<file path="src/rtl/fb_pkg.sv">
// Shared types for the serial feedback-in receive path.
package fb_pkg;

    // Default deserialised word width.
    localparam int unsigned FB_WORD_W_DEF = 32;

    // Receive sequencer states.
    typedef enum logic [1:0] {
        FB_IDLE    = 2'd0,
        FB_SHIFT   = 2'd1,
        FB_DISCARD = 2'd2
    } fb_rx_state_e;

    // One buffered word at the default width: frame-last tag plus data.
    typedef struct packed {
        logic                     last;
        logic [FB_WORD_W_DEF-1:0] data;
    } fb_word_t;

endpackage : fb_pkg

</file>
<file path="src/rtl/fb_rx_fifo.sv">
// Synchronous FIFO of {last, data} words for the feedback-in receive path.
// The head entry is read straight from the storage registers. A word pushed
// into an empty FIFO therefore shows up one cycle later, with no bypass.
// Push and pop in the same cycle on a full FIFO are both accepted.
module fb_rx_fifo
    import fb_pkg::*;
#(
    parameter int unsigned WORD_W = FB_WORD_W_DEF,
    parameter int unsigned DEPTH  = 8
) (
    input  logic                     clk,
    input  logic                     rst,
    input  logic                     i_push,
    input  logic [WORD_W-1:0]        i_data,
    input  logic                     i_last,
    input  logic                     i_pop,
    output logic                     o_vld,
    output logic                     o_full,
    output logic [WORD_W-1:0]        o_data,
    output logic                     o_last,
    output logic [$clog2(DEPTH):0]   o_level
);

    localparam int unsigned PTR_W = $clog2(DEPTH);
    localparam int unsigned LVL_W = PTR_W + 1;

    // Storage entry: frame-last tag plus data word.
    typedef struct packed {
        logic              last;
        logic [WORD_W-1:0] data;
    } word_t;

    word_t              r_mem [DEPTH];
    logic [PTR_W-1:0]   r_wr_ptr;
    logic [PTR_W-1:0]   r_rd_ptr;
    logic [LVL_W-1:0]   r_count;

    logic               w_empty;
    logic               w_full;
    logic               w_pop;
    logic               w_push;

    assign w_empty = (r_count == '0);
    assign w_full  = (r_count == LVL_W'(DEPTH));
    assign w_pop   = i_pop && !w_empty;
    // A pop in the same cycle frees the slot a full FIFO needs for the push.
    assign w_push  = i_push && (!w_full || w_pop);

    // Storage write, pointer advance and occupancy tracking.
    always_ff @(posedge clk) begin
        if (rst) begin
            r_wr_ptr <= '0;
            r_rd_ptr <= '0;
            r_count  <= '0;
            for (int unsigned i = 0; i < DEPTH; i++) begin
                r_mem[i] <= '0;
            end
        end else begin
            if (w_push) begin
                r_mem[r_wr_ptr] <= '{last: i_last, data: i_data};
                r_wr_ptr        <= r_wr_ptr + 1'b1;
            end
            if (w_pop) begin
                r_rd_ptr <= r_rd_ptr + 1'b1;
            end
            case ({w_push, w_pop})
                2'b10:   r_count <= r_count + 1'b1;
                2'b01:   r_count <= r_count - 1'b1;
                default: r_count <= r_count;
            endcase
        end
    end

    assign o_vld   = !w_empty;
    assign o_full  = w_full;
    assign o_data  = r_mem[r_rd_ptr].data;
    assign o_last  = r_mem[r_rd_ptr].last;
    assign o_level = r_count;

endmodule : fb_rx_fifo

</file>
<file path="src/rtl/fb_serial_rx.sv">
// Chip-side receiver for the serial feedback-in port.
// It deserialises the bit stream MSB-first into words and tags the last
// word of each frame. Words are buffered in fb_rx_fifo for a valid/ready
// consumer. Framing errors and overflow are reported through sticky flags.
// Optional build macro FB_SERIAL_RX_PARITY_EN: each word is followed by an
// even-parity bit. In that build, clsc is valid only on the parity bit.
module fb_serial_rx
    import fb_pkg::*;
#(
    parameter int unsigned WORD_W = FB_WORD_W_DEF,
    parameter int unsigned DEPTH  = 8
) (
    input  logic                     clk,
    input  logic                     rst,
    input  logic                     fb_en,
    input  logic                     fb_d_in_vld,
    input  logic                     fb_d_in,
    input  logic                     fb_d_clsc,
    output logic                     out_vld,
    input  logic                     out_rdy,
    output logic [WORD_W-1:0]        out_data,
    output logic                     out_last,
    output logic                     frame_err,
    output logic                     ovf,
    input  logic                     err_clr,
    output logic [$clog2(DEPTH):0]   level
);

`ifdef FB_SERIAL_RX_PARITY_EN
    // The parity bit is serial position WORD_W; all WORD_W data bits are held.
    localparam int unsigned LAST_IDX = WORD_W;
    localparam int unsigned SHR_W    = WORD_W;
`else
    // The final data bit completes the word straight from the input pin,
    // so only WORD_W-1 bits need to be held.
    localparam int unsigned LAST_IDX = WORD_W - 1;
    localparam int unsigned SHR_W    = WORD_W - 1;
`endif
    localparam int unsigned CNT_W = $clog2(LAST_IDX + 1);

    fb_rx_state_e       r_state;
    logic [CNT_W-1:0]   r_bit_cnt;
    logic [SHR_W-1:0]   r_shreg;
    logic               r_frame_err;
    logic               r_ovf;

    logic               w_take;
    logic               w_collect;
    logic               w_at_last;
    logic               w_last_bit;
    logic               w_clsc_early;
    logic               w_par_ok;
    logic [WORD_W-1:0]  w_word;
    logic [SHR_W-1:0]   w_shreg_nxt;
    logic               w_fifo_full;
    logic               w_pop;
    logic               w_push;
    logic               w_drop_full;
    logic               w_set_ferr;

    // A bit is taken only while the port is enabled.
    assign w_take    = fb_en && fb_d_in_vld;
    assign w_collect = w_take && (r_state != FB_DISCARD);
    assign w_at_last = (r_bit_cnt == CNT_W'(LAST_IDX));

`ifdef FB_SERIAL_RX_PARITY_EN
    // The word is already complete in the shift register when the parity bit arrives.
    assign w_word      = r_shreg;
    assign w_par_ok    = ((^r_shreg) == fb_d_in);
    assign w_shreg_nxt = {r_shreg[SHR_W-2:0], fb_d_in};
`else
    assign w_word      = {r_shreg, fb_d_in};
    assign w_par_ok    = 1'b1;
    assign w_shreg_nxt = w_word[SHR_W-1:0];
`endif

    // Word-completion and error event decode for the current cycle.
    assign w_last_bit   = w_collect && w_at_last;
    assign w_clsc_early = w_collect && fb_d_clsc && !w_at_last;
    assign w_pop        = out_vld && out_rdy;
    assign w_push       = w_last_bit && w_par_ok;
    assign w_drop_full  = w_push && w_fifo_full && !w_pop;
    assign w_set_ferr   = w_clsc_early || (w_last_bit && !w_par_ok);

    // Receive sequencer: state, bit counter and shift register.
    always_ff @(posedge clk) begin
        if (rst) begin
            r_state   <= FB_IDLE;
            r_bit_cnt <= '0;
            r_shreg   <= '0;
        end else if (!fb_en) begin
            // Disabling the port silently abandons any partial word.
            r_state   <= FB_IDLE;
            r_bit_cnt <= '0;
            r_shreg   <= '0;
        end else if (w_take) begin
            case (r_state)
                FB_DISCARD: begin
                    if (fb_d_clsc) begin
                        r_state <= FB_IDLE;
                    end
                end
                default: begin
                    if (w_at_last) begin
                        r_bit_cnt <= '0;
                        r_shreg   <= w_shreg_nxt;
                        if (fb_d_clsc) begin
                            r_state <= FB_IDLE;
                        end else if (w_drop_full) begin
                            r_state <= FB_DISCARD;
                        end else begin
                            r_state <= FB_SHIFT;
                        end
                    end else if (fb_d_clsc) begin
                        r_state   <= FB_IDLE;
                        r_bit_cnt <= '0;
                        r_shreg   <= '0;
                    end else begin
                        r_state   <= FB_SHIFT;
                        r_bit_cnt <= r_bit_cnt + 1'b1;
                        r_shreg   <= w_shreg_nxt;
                    end
                end
            endcase
        end
    end

    // Sticky error flags; a new error event takes priority over the clear.
    always_ff @(posedge clk) begin
        if (rst) begin
            r_frame_err <= 1'b0;
            r_ovf       <= 1'b0;
        end else begin
            if (w_set_ferr) begin
                r_frame_err <= 1'b1;
            end else if (err_clr) begin
                r_frame_err <= 1'b0;
            end
            if (w_drop_full) begin
                r_ovf <= 1'b1;
            end else if (err_clr) begin
                r_ovf <= 1'b0;
            end
        end
    end

    assign frame_err = r_frame_err;
    assign ovf       = r_ovf;

    fb_rx_fifo #(
        .WORD_W (WORD_W),
        .DEPTH  (DEPTH)
    ) u_fifo (
        .clk     (clk),
        .rst     (rst),
        .i_push  (w_push),
        .i_data  (w_word),
        .i_last  (fb_d_clsc),
        .i_pop   (out_rdy),
        .o_vld   (out_vld),
        .o_full  (w_fifo_full),
        .o_data  (out_data),
        .o_last  (out_last),
        .o_level (level)
    );

endmodule : fb_serial_rx

</file>
<file path="config.mk">
export PLATFORM = sky130hd
export DESIGN_NAME = fb_serial_rx
export DESIGN_NICKNAME = d
export VERILOG_FILES = /design/src/rtl/fb_pkg.sv /design/src/rtl/fb_rx_fifo.sv /design/src/rtl/fb_serial_rx.sv
export SDC_FILE = /design/constraint.sdc
export NUM_CORES = 1
export LEC_CHECK = 0
export CAP_MARGIN = 30
export CELL_PAD_IN_SITES_DETAIL_PLACEMENT = 1
export CELL_PAD_IN_SITES_GLOBAL_PLACEMENT = 2
export CORE_MARGIN = 4
export CORE_UTILIZATION = 39
export DETAILED_ROUTE_END_ITERATION = 6
export PLACE_DENSITY_LB_ADDON = 0.1
export RECOVER_POWER = 25
export REMOVE_ABC_BUFFERS = 1
export SKIP_CTS_REPAIR_TIMING = 1
export SYNTH_ARGS = -nofsm -noshare
export SYNTH_HDL_FRONTEND = slang
export SYNTH_SLANG_ARGS = --single-unit
</file>
<file path="constraint.sdc">
create_clock -name clk -period 4.3 [get_ports clk]
set_input_delay 0.86 -clock clk [delete_from_list [all_inputs] [get_ports clk]]
set_output_delay 0.86 -clock clk [all_outputs]
set_load 0.1 [all_outputs]
</file>
== Word-level counts from Yosys, hierarchy flattened ==
Memory sizes are Yosys's and may differ from the RTL's. A register that Yosys moved wholly into a read port is not among the register bits.
Cells that the tools add are included.

* Memories: 1
* Bits in writable memories: 264
* Register bits: 50
* Bits of input ports: 8
* Word-level logic and storage cells: 69
* Output and inout port bits: 40

* Bitwise logic cells: 2
* $add $sub $neg: 5
* Mux-type cells: 24
* Equal/unequal tests: 7
* Reduce and logical (&&, ||, !) cells: 22

{| class="wikitable"
|+ Memories
! name !! words !! bits a word !! rd ports !! clocked after Yosys merged registers in !! wr ports !! RTL line !! text
|-
| u_fifo.r_mem || 8 || 33 || 1 || 1 || 8 || fb_rx_fifo.sv:33 || <nowiki>word_t r_mem [DEPTH];</nowiki>
|}

{| class="wikitable"
|+ Operators with widths
! kind !! number
|-
| 31-bit 2-to-1 mux || 2
|-
| 33-bit 2-to-1 mux || 1
|-
| 33-bit OR reduction || 1
|-
| 1-bit 2-to-1 mux || 10
|-
| 2-bit 2-to-1 mux || 5
|-
| 5-bit 2-to-1 mux || 2
|-
| 1-bit logical AND || 9
|-
| 3-bit 2-to-1 mux || 3
|-
| 4-bit one-hot mux with 2 select lines || 1
|-
| 3-bit by 1-bit adder with 3-bit output (second input constant) || 2
|-
| 2-bit nonzero test || 3
|-
| 5-bit by 1-bit adder with 5-bit output (second input constant) || 1
|-
| 5-bit == test (second input constant) || 1
|-
| 4-bit by 1-bit adder with 4-bit output (second input constant) || 1
|-
| 2-bit == test (second input constant) || 2
|-
| 4-bit == test (second input constant) || 1
|-
| 1-bit zero test || 4
|-
| 4-bit zero test || 1
|-
| 2-bit != test (second input constant) || 2
|-
| 2-bit AND reduction || 2
|-
| 4-bit by 1-bit subtractor with 4-bit output (second input constant) || 1
|-
| 2-bit by 1-bit == test with 1-bit output (second input constant) || 1
|-
| 1-bit NOT || 2
|-
| 2-bit OR reduction || 1
|-
| 1-bit logical OR || 1
|}

== Depth between registers and ports, before layout ==
Gate-level depths: netlist (run 1).

* Depth after elaboration: 10
* Depth in mapped cells: 13
* Depth with buffers taken out: 12

== By module ==
From an unflattened synthesis (run 1), not the netlist that was laid out.

* Cell total of the unflattened synthesis: 1,045
* Area, all modules: 14,009.7 µm²

{| class="wikitable"
|+ By module, submodules not included
! module !! area each (µm²) !! cells each !! seq. area each (µm²) !! instances
|-
| fb_rx_fifo || 12,289.3 || 842 || 8,187.9 || 1
|-
| fb_serial_rx || 1,720.4 || 203 || 800.8 || 1
|}

== Least setup slack after synthesis (run 1) ==
No wires, ideal clock.

* Kind: register -> register
* From: register u_fifo.r_count[1] (netlist: u_fifo.o_level[1])
* To: memory u_fifo.r_mem[0][0] (netlist name), enable pin
* Required time: 3,870 ps
* Period minus slack after synthesis: 4,431 ps
* Slack: -131 ps
* Path buffers: 3
* Arrival time: 4,001 ps
* Setup time: 430 ps
* Stages on the path, launching flop included: 8
* Cell sequence: dfxtp_1 buf_2 nor3_1 a2111o_1 or3_1 clkbuf_1 buf_2 o21bai_1

{| class="wikitable"
|+ RTL lines
! item !! RTL line !! text
|-
| start: declaration || fb_rx_fifo.sv:36 || <nowiki>logic [LVL_W-1:0] r_count;</nowiki>
|-
| start signal: assignment || fb_rx_fifo.sv:67 || <nowiki>2'b10: r_count <= r_count + 1'b1;</nowiki>
|-
| start signal: assignment || fb_rx_fifo.sv:68 || <nowiki>2'b01: r_count <= r_count - 1'b1;</nowiki>
|-
| start signal: assignment || fb_rx_fifo.sv:69 || <nowiki>default: r_count <= r_count;</nowiki>
|-
| end: declaration || fb_rx_fifo.sv:33 ||
|}

== Worst setup path after layout (run 1) ==
* From: input fb_en
* To: register r_bit_cnt[3]

* Cells in the longest elaborated chain, start to end: 2
* Elaborated cells on any way between the ends: 4
* Classes of those cells: bitwise (1); reduce/logical (3)

{| class="wikitable"
|+ RTL lines
! item !! RTL line !! text
|-
| start: declaration || fb_serial_rx.sv:15 || <nowiki>input logic fb_en,</nowiki>
|-
| 1-bit logical AND or 1-bit NOT (tied branches) || - ||
|-
| 2-bit AND reduction (no source line) or 2-bit OR reduction (tied branches) || - ||
|-
| end signal: assignment || fb_serial_rx.sv:120 || <nowiki>r_bit_cnt <= r_bit_cnt + 1'b1;</nowiki>
|-
| end: declaration || fb_serial_rx.sv:42 || <nowiki>logic [CNT_W-1:0] r_bit_cnt;</nowiki>
|}

Parallel ways exist; a longest one is shown, timed or not.
A chain may end at the register's enable or synchronous reset.

==> metrics.md, run 1 <==
| Metric | Value |
|---|---|
| Run status | `complete, but fails checks` |
| Failing checks | `max-capacitance violations, max-slew violations` |
| Max-cap violations | `1` |
| DR DRC count | `0` |
| CTS clk-pin slew, worst paths | `~0.06 ns` |
| Rel. slew slack | `-22.9%` |
| Initial Util | `between 30 and 40%` |
| Syn Area/Cell | `roughly 13 um^2` |
| CTS sink count | `between 300 and 400` |
| LEAKAGE | `between 5 and 6 nW` |
| Cell variety after synth | `44` |
| Gpl congestion | `a little over 0.7` |
| Pwr dens | `426 nW/um^2` |
| WP data required | `4.74 ns` |
| Tmin final | `3.67 ns` |
| Flops & latches, synth | `approximately 320` |
| Max IR drop VDD | `roughly 0.00024 V` |
| Critical path fanouts, max | `38` |
| Drt total wl | `38300 um` |
| Slew Viols, Final | `35` |
| Main synth FF type | `edfxtp_1` |
| Final period util | `between 80% and 90%` |
| First drt pass iteration count | `7` |
| Final HPWL DP | `about 23000 um` |
| Synth-to-Final Area Change | `16.7%` |
| Post-synth EDFFs | `264` |
| Core area | `~35000 um^2` |
| Post-route ant nets | `0` |
| Num rows | `68` |
| Clk_lat worst skew | `around 0.52 ns` |
| Synth area leader | `edfxtp_1` |
| Warnings, synthesis | `0` |
| Ant diodes | `0` |
| Grt total ovfl | `0` |
| Synth async-reset ratio | `0%` |
| Seq/Total Area, Yosys | `between 60 and 70%` |
| H-tree depth | `2` |
| I/O Pins | `48` |
| Critical path launch point type | `input pin` |
| Hold Fails Final Rpt | `0` |
| Top post-synthesis cells by area | `edfxtp_1 57%, mux4_2 11%, dfxtp_1 7.6%` |
| Skew final | `around 0.018 ns` |
| Largest net degree at the start of global routing | `between 40 and 50` |
| Vias | `8599` |
| FMAX | `272 MHz` |
| CTS tree | `done` |
| Maximum root-to-sink buffer count | `3` |
| RSZ-0062 raised after global routing | `false` |
| CTS root buf | `clkbuf_16` |
| Die Ht | `a little under 200 um` |
| Gate Count Post-Synth | `around 1100` |
| WS Path Type | `in -> reg` |
| Vias in the first global route | `9445` |
| All-layer global routing usage | `between 20% and 30%` |
| Setup Viol. Count Final | `0` |
| First-pass GRT wire length | `around 60000 um` |
| Worst-margin pin slew | `about 1.8 ns` |
| Critical Path End Type | `flip-flop` |
| DIE AREA | `between 30000 and 40000 um^2` |
| Initial antenna violation count | `0` |
| Initial drt markers | `491` |
| Worst min-delay path class | `reg -> reg` |
| Core Util, Final | `46.6%` |
| DR WL/cell | `about 24 um` |
| Final #Nets | `about 1100` |
| Cts bufs inserted | `36` |
| Fraction of layout cells with a size suffix above 1 | `20.4%` |
| Post-Syn Area | `roughly 14000 um^2` |
| Width of the die | `just under 200 um` |
| DR vias/cell | `5.38` |
| Arrival time at the worst endpoint | `4.12 ns` |
| I/O Buffers | `between 40 and 50` |
| Setup TNS | `0 ns` |
| Synth top area share | `57.0%` |
[placed cells by master (no fill, tap or decap), types with 10 or more instances in the layout]
| cell type | Yosys | routed |
|---|---|---|
| and2_1 | 53 | 27 |
| nor2_1 | 259 | 257 |
| edfxtp_1 | 264 | 264 |
| dfxtp_1 | 53 | 50 |
| o21ai_0 | 37 | 37 |
| nand2_1 | 105 | 105 |
| a21oi_1 | 10 | 10 |
| clkdlybuf4s50_1 | 0 | 12 |
| and2_0 | 0 | 26 |
| o21a_1 | 31 | 31 |
| buf_4 | 0 | 59 |
| clkbuf_1 | 47 | 14 |
| mux2_2 | 33 | 33 |
| clkbuf_16 | 0 | 39 |
| mux4_2 | 66 | 66 |
[layer usage]
layer	GRT usage, %	vias to the layer above	wire length [um]
met5	0	-	0
met3	2.94	39	1380
met2	33.6	161	18600
li1	-	3929	-
met1	28.8	4470	17700
met4	3.90	0	604
[worst max-delay path, stage by stage]
cell and delay, ns:
clkdlybuf4s50_1 0.47, nand2_2 0.11, clkbuf_1 1.32, or2_2 0.97
o21ai_0 0.22, a21oi_1 0.16
[metrics by stage]
step | total power (W) | setup slack, ns | cell area [um^2] | hold WS [ns] | instances
2_1_floorplan | 0.00367 | -0.632 | 13600 | 0.436 | 989
3_3_place_gp | 0.00380 | 0.574 | 15100 | 0.447 | 1532
3_5_place_dp | 0.00380 | 0.543 | 15100 | 0.464 | 1532
4_1_cts | 0.00699 | 0.771 | 16300 | 0.472 | 1598
5_1_grt | 0.00716 | 0.350 | 16200 | 0.502 | 1598
6_report | 0.00693 | 0.627 | 16200 | 0.471 | 1598
[path summary, 6_finish.rpt]
path                startpoint            endpoint  slack, ns  cells after the start
setup / recovery         fb_en        r_bit_cnt[3]       0.63                      6
hold / removal    r_bit_cnt[4]        r_bit_cnt[4]       0.47                      2
setup reg to reg  r_bit_cnt[0]  u_fifo.r_mem[5][3]       0.70                      8
hold reg to reg   r_bit_cnt[4]        r_bit_cnt[4]       0.47                      2
[kinds of logic (layout without fill, tap and decap cells)]
kind of cell               count (synthesis)  after routing  synth area share, %
and+or+nand+nor                          461            461                 14.3
DFF                                      317            317                 64.6
muxes                                    101            101                 13.5
AOI/OAI and AO/OA                         92             92                 4.17
buffers and inverters                     80            159                 2.43
adders and majority gates                  7              7                0.630
xor gates and xnor gates                   6              6                0.378
[cells in the mapped netlist (5+ instances only)]
cell and number:
and2_1 53, o21a_1 31, dfxtp_1 53, buf_2 18
nand3_1 8, edfxtp_1 264, ha_1 7, inv_1 5
nand2_1 105, mux2_2 33, xor2_1 5, nor2_1 259
o21ai_0 37, nand2b_1 6, o21bai_1 6, clkbuf_1 47
buf_1 8, mux4_2 66, a21oi_1 10
[power breakdown]
group          total [W]  leakage, nW  switching [W]  internal (W)
Clock            0.00320        0.601        0.00123       0.00196
Combinational   0.000301         1.51       0.000220     0.0000803
Sequential       0.00343         3.12      0.0000254       0.00340
[area by class of cell]
class / count / area (um^2)
clock buffer: 49 / 1050
clock inverter: 17 / 191
fill: 3590 / 18600
inverter: 5 / 18.8
multi-input combinational: 667 / 4660
sequential: 317 / 8990
tap: 455 / 569
timing repair buffer: 88 / 753
[sequential cells by signal, summed over array words and instances, names as in the netlist, 2 cells and up, named ones only]
name / flops
r_state: 2
r_shreg: 31
u_fifo.o_level: 4
r_bit_cnt: 5
u_fifo.r_mem: 264
u_fifo.r_rd_ptr: 3
u_fifo.r_wr_ptr: 3
Power figures use the tool's default switching activity.
==> inputs of run 2 (changes only) <==
--- a/config.mk
+++ b/config.mk
@@ -15,6 +15,7 @@
 export RECOVER_POWER = 25
 export REMOVE_ABC_BUFFERS = 1
 export SKIP_CTS_REPAIR_TIMING = 1
+export SLEW_MARGIN = 20
 export SYNTH_ARGS = -nofsm -noshare
 export SYNTH_HDL_FRONTEND = slang
 export SYNTH_SLANG_ARGS = --single-unit
==> run 2 against run 1 <==
Effect of this change:
- the flow still finishes with violations (max-capacitance violations, max-slew violations)
- hold slack got worse by 0.0022 ns
- global-route usage unchanged
- register-to-register slack about the same
- worst setup slack improved by 0.081 ns
- critical path depth up 2
- non-clock buffer count increased by 1
- power about the same
- via count is 0.14% higher
- count of clock-buffer cells in the layout unchanged
- largest cell class unchanged
==> metrics.md, run 2 (synthesis gave the netlist of run 1 again) <==
| Metric | Value |
|---|---|
| Hold Fails Final Rpt | `0 (unchanged)` |
| First drt pass iteration count | `5 (-2)` |
| Switching Share | `21.4% (about the same)` |
| Vias in the first global route | `9445 (unchanged)` |
| Run status | `complete, but fails checks` |
| Maximum root-to-sink buffer count | `3 (unchanged)` |
| Initial drt markers | `514 (+4.7%)` |
| Multi-input gate area | `4660 um^2 (unchanged)` |
| Final #Nets | `1131 (+0.088%)` |
| FMAX | `278 MHz (+2.3%)` |
| Commonest non-fill, non-tap cell in the layout | `edfxtp_1` |
| Num rows | `68 (unchanged)` |
| Worst path most repeated cell | `ha_1` |
| Crit-path cells | `ha_1, and3_1, ha_1, inv_1, a2111o_1, or2_0, buf_4, nor2_1` |
| Setup TNS | `0 ns (unchanged)` |
| Ant diodes | `0 (unchanged)` |
| Cts bufs inserted | `36 (unchanged)` |
| P_int | `0.00545 W (about the same)` |
| Skew final | `0.0175 ns (-0.000481 ns)` |
| Pwr dens | `426 nW/um^2 (about the same)` |
| Fraction of layout cells with a size suffix above 1 | `20.5% (+0.070 points)` |
| Largest regs | `u_fifo.r_mem: 264 flops, r_shreg: 31 flops, r_bit_cnt: 5 flops` |
| Drt total wl | `38400 um (+0.31%)` |
| DR WL/cell | `24.0 um (+0.25%)` |
| Slew Viols, Final | `35 (unchanged)` |
| Initial Util | `39.9% (unchanged)` |
| Fillers | `3589 (-0.028%)` |
| Storage cell area | `8990 um^2 (unchanged)` |
| Largest register FFs | `264 (unchanged)` |
| CTS clk-pin slew, worst paths | `0.06 ns (about the same)` |
| CTS sink count | `317 (unchanged)` |
| Slowest CP cell | `or2_0` |
| All-layer global routing usage | `20.2% (unchanged)` |
| Critical path fanouts, max | `31 (-18%)` |
| Clock Power Share | `46.1% (about the same)` |
| Width of the die | `197 um (unchanged)` |
| DR DRC count | `0 (unchanged)` |
| Clk_lat worst skew | `0.52 ns (about the same)` |
| Worst min-delay path class | `reg -> reg` |
| Synth-to-Final Area Change | `16.9%` |
| Max IR drop VDD | `0.000241 V (+0.44%)` |
| Hold_ws | `0.469 ns (-0.00222 ns)` |
| Top delay family on crit path | `simple AND/OR/NAND/NOR gates` |
| Core area | `34900 um^2 (unchanged)` |
| Sequential share of power | `49.5% (about the same)` |
| Worst Path Buf+Inv | `2 (unchanged)` |
| H-tree depth | `2 (unchanged)` |
| Largest net degree at the start of global routing | `42 (unchanged)` |
| Failing checks | `max-capacitance violations, max-slew violations` |
| Core Util, Final | `46.6% (+0.050 points)` |
| Initial antenna violation count | `0 (unchanged)` |
| Setup Viol. Count Final | `0 (unchanged)` |
| Final HPWL DP | `23000 um (unchanged)` |
| Gpl congestion | `0.720 (unchanged)` |
| Max incr delay on CP | `1.07 ns (-0.25 ns)` |
| Grt total ovfl | `0 (unchanged)` |
| CTS root buf | `clkbuf_16` |
| RSZ-0062 raised after global routing | `false` |
| Rel. slew slack | `-27.9% (-5.0 points)` |
| Arrival time at the worst endpoint | `3.83 ns (-0.29 ns)` |
| CTS tree | `done` |
| Combinational share of power | `4.4% (about the same)` |
| WS Path Type | `reg -> reg` |
| Most flops, register | `u_fifo.r_mem` |
| Post-route ant nets | `0 (unchanged)` |
| DR vias/cell | `5.39 (about the same)` |
| I/O Buffers | `47 (unchanged)` |
| Overall power | `0.00693 W (about the same)` |
| Final period util | `83.5% (-1.9 points)` |
| Switch Pwr | `0.00148 W (about the same)` |
| LEAKAGE | `5.25 nW (+0.19%)` |
| DIE AREA | `38800 um^2 (unchanged)` |
| First-pass GRT wire length | `59200 um (unchanged)` |
| WP data required | `4.54 ns (-0.20 ns)` |
| Max-cap violations | `1 (unchanged)` |
| Tmin final | `3.59 ns (-0.0809 ns)` |
| I/O Pins | `48 (unchanged)` |
| Commonest non-fill, non-tap cells in the layout | `264 x edfxtp_1, 257 x nor2_1, 105 x nand2_1` |
| Critical Path End Type | `flip-flop` |
| Critical path launch point type | `flip-flop` |
| Die Ht | `197 um (unchanged)` |
| Worst-margin pin slew | `1.92 ns (+0.0750 ns)` |
| Vias | `8611 (+0.14%)` |
==> run 2: tightest hold or removal path, stage by stage (launching register included) <==
cell and delay (ns):
dfxtp_1 0.32, nand2_1 0.05, a21oi_1 0.05
==> run 2: through the flow <==
step                      setup WS (ns)  instances  instance area, um^2
after global routing              0.439       1599                16300
after CTS                         0.771       1598                16300
after detailed placement          0.543       1532                15100
after floorplan                  -0.632        989                13600
final                             0.708       1599                16300
after global placement            0.574       1532                15100
==> run 2: final cells by class <==
cell class | count | area share, %
sequential | 317 | 55.3
clock buffer | 49 | 6.48
timing repair buffer | 89 | 4.74
clock inverter | 17 | 1.18
multi-input combinational | 667 | 28.7
inverter | 5 | 0.115
tap | 455 | 3.50
==> run 2: layer usage <==
| layer | vias to the layer above | part of all wire [%] | global-route usage [%] |
|---|---|---|---|
| met5 | - | 0 | 0 |
| li1 | 3922 | - | - |
| met2 | 167 | 48 | 33.6 |
| met3 | 41 | 3.7 | 2.94 |
| met1 | 4481 | 46 | 28.8 |
| met4 | 0 | 1.7 | 3.90 |
==> run 2: path summary, 6_finish.rpt <==
check	startpoint	cells past startpoint	slack [ns]	to
worst max-delay path	r_bit_cnt[0]	8	0.71	u_fifo.r_mem[5][3]
worst min-delay path	r_bit_cnt[4]	2	0.47	r_bit_cnt[4]
worst max register to register	r_bit_cnt[0]	8	0.71	u_fifo.r_mem[5][3]
worst min register to register	r_bit_cnt[4]	2	0.47	r_bit_cnt[4]
==> run 2: power by group through the flow <==
stage          Clock [W]  Combinational, W  Sequential [W]
6_report         0.00320          0.000303         0.00343
4_1_cts          0.00326          0.000308         0.00343
2_1_floorplan          0          0.000178         0.00349
5_1_grt          0.00340          0.000320         0.00344
3_3_place_gp           0          0.000305         0.00349
3_5_place_dp           0          0.000307         0.00350
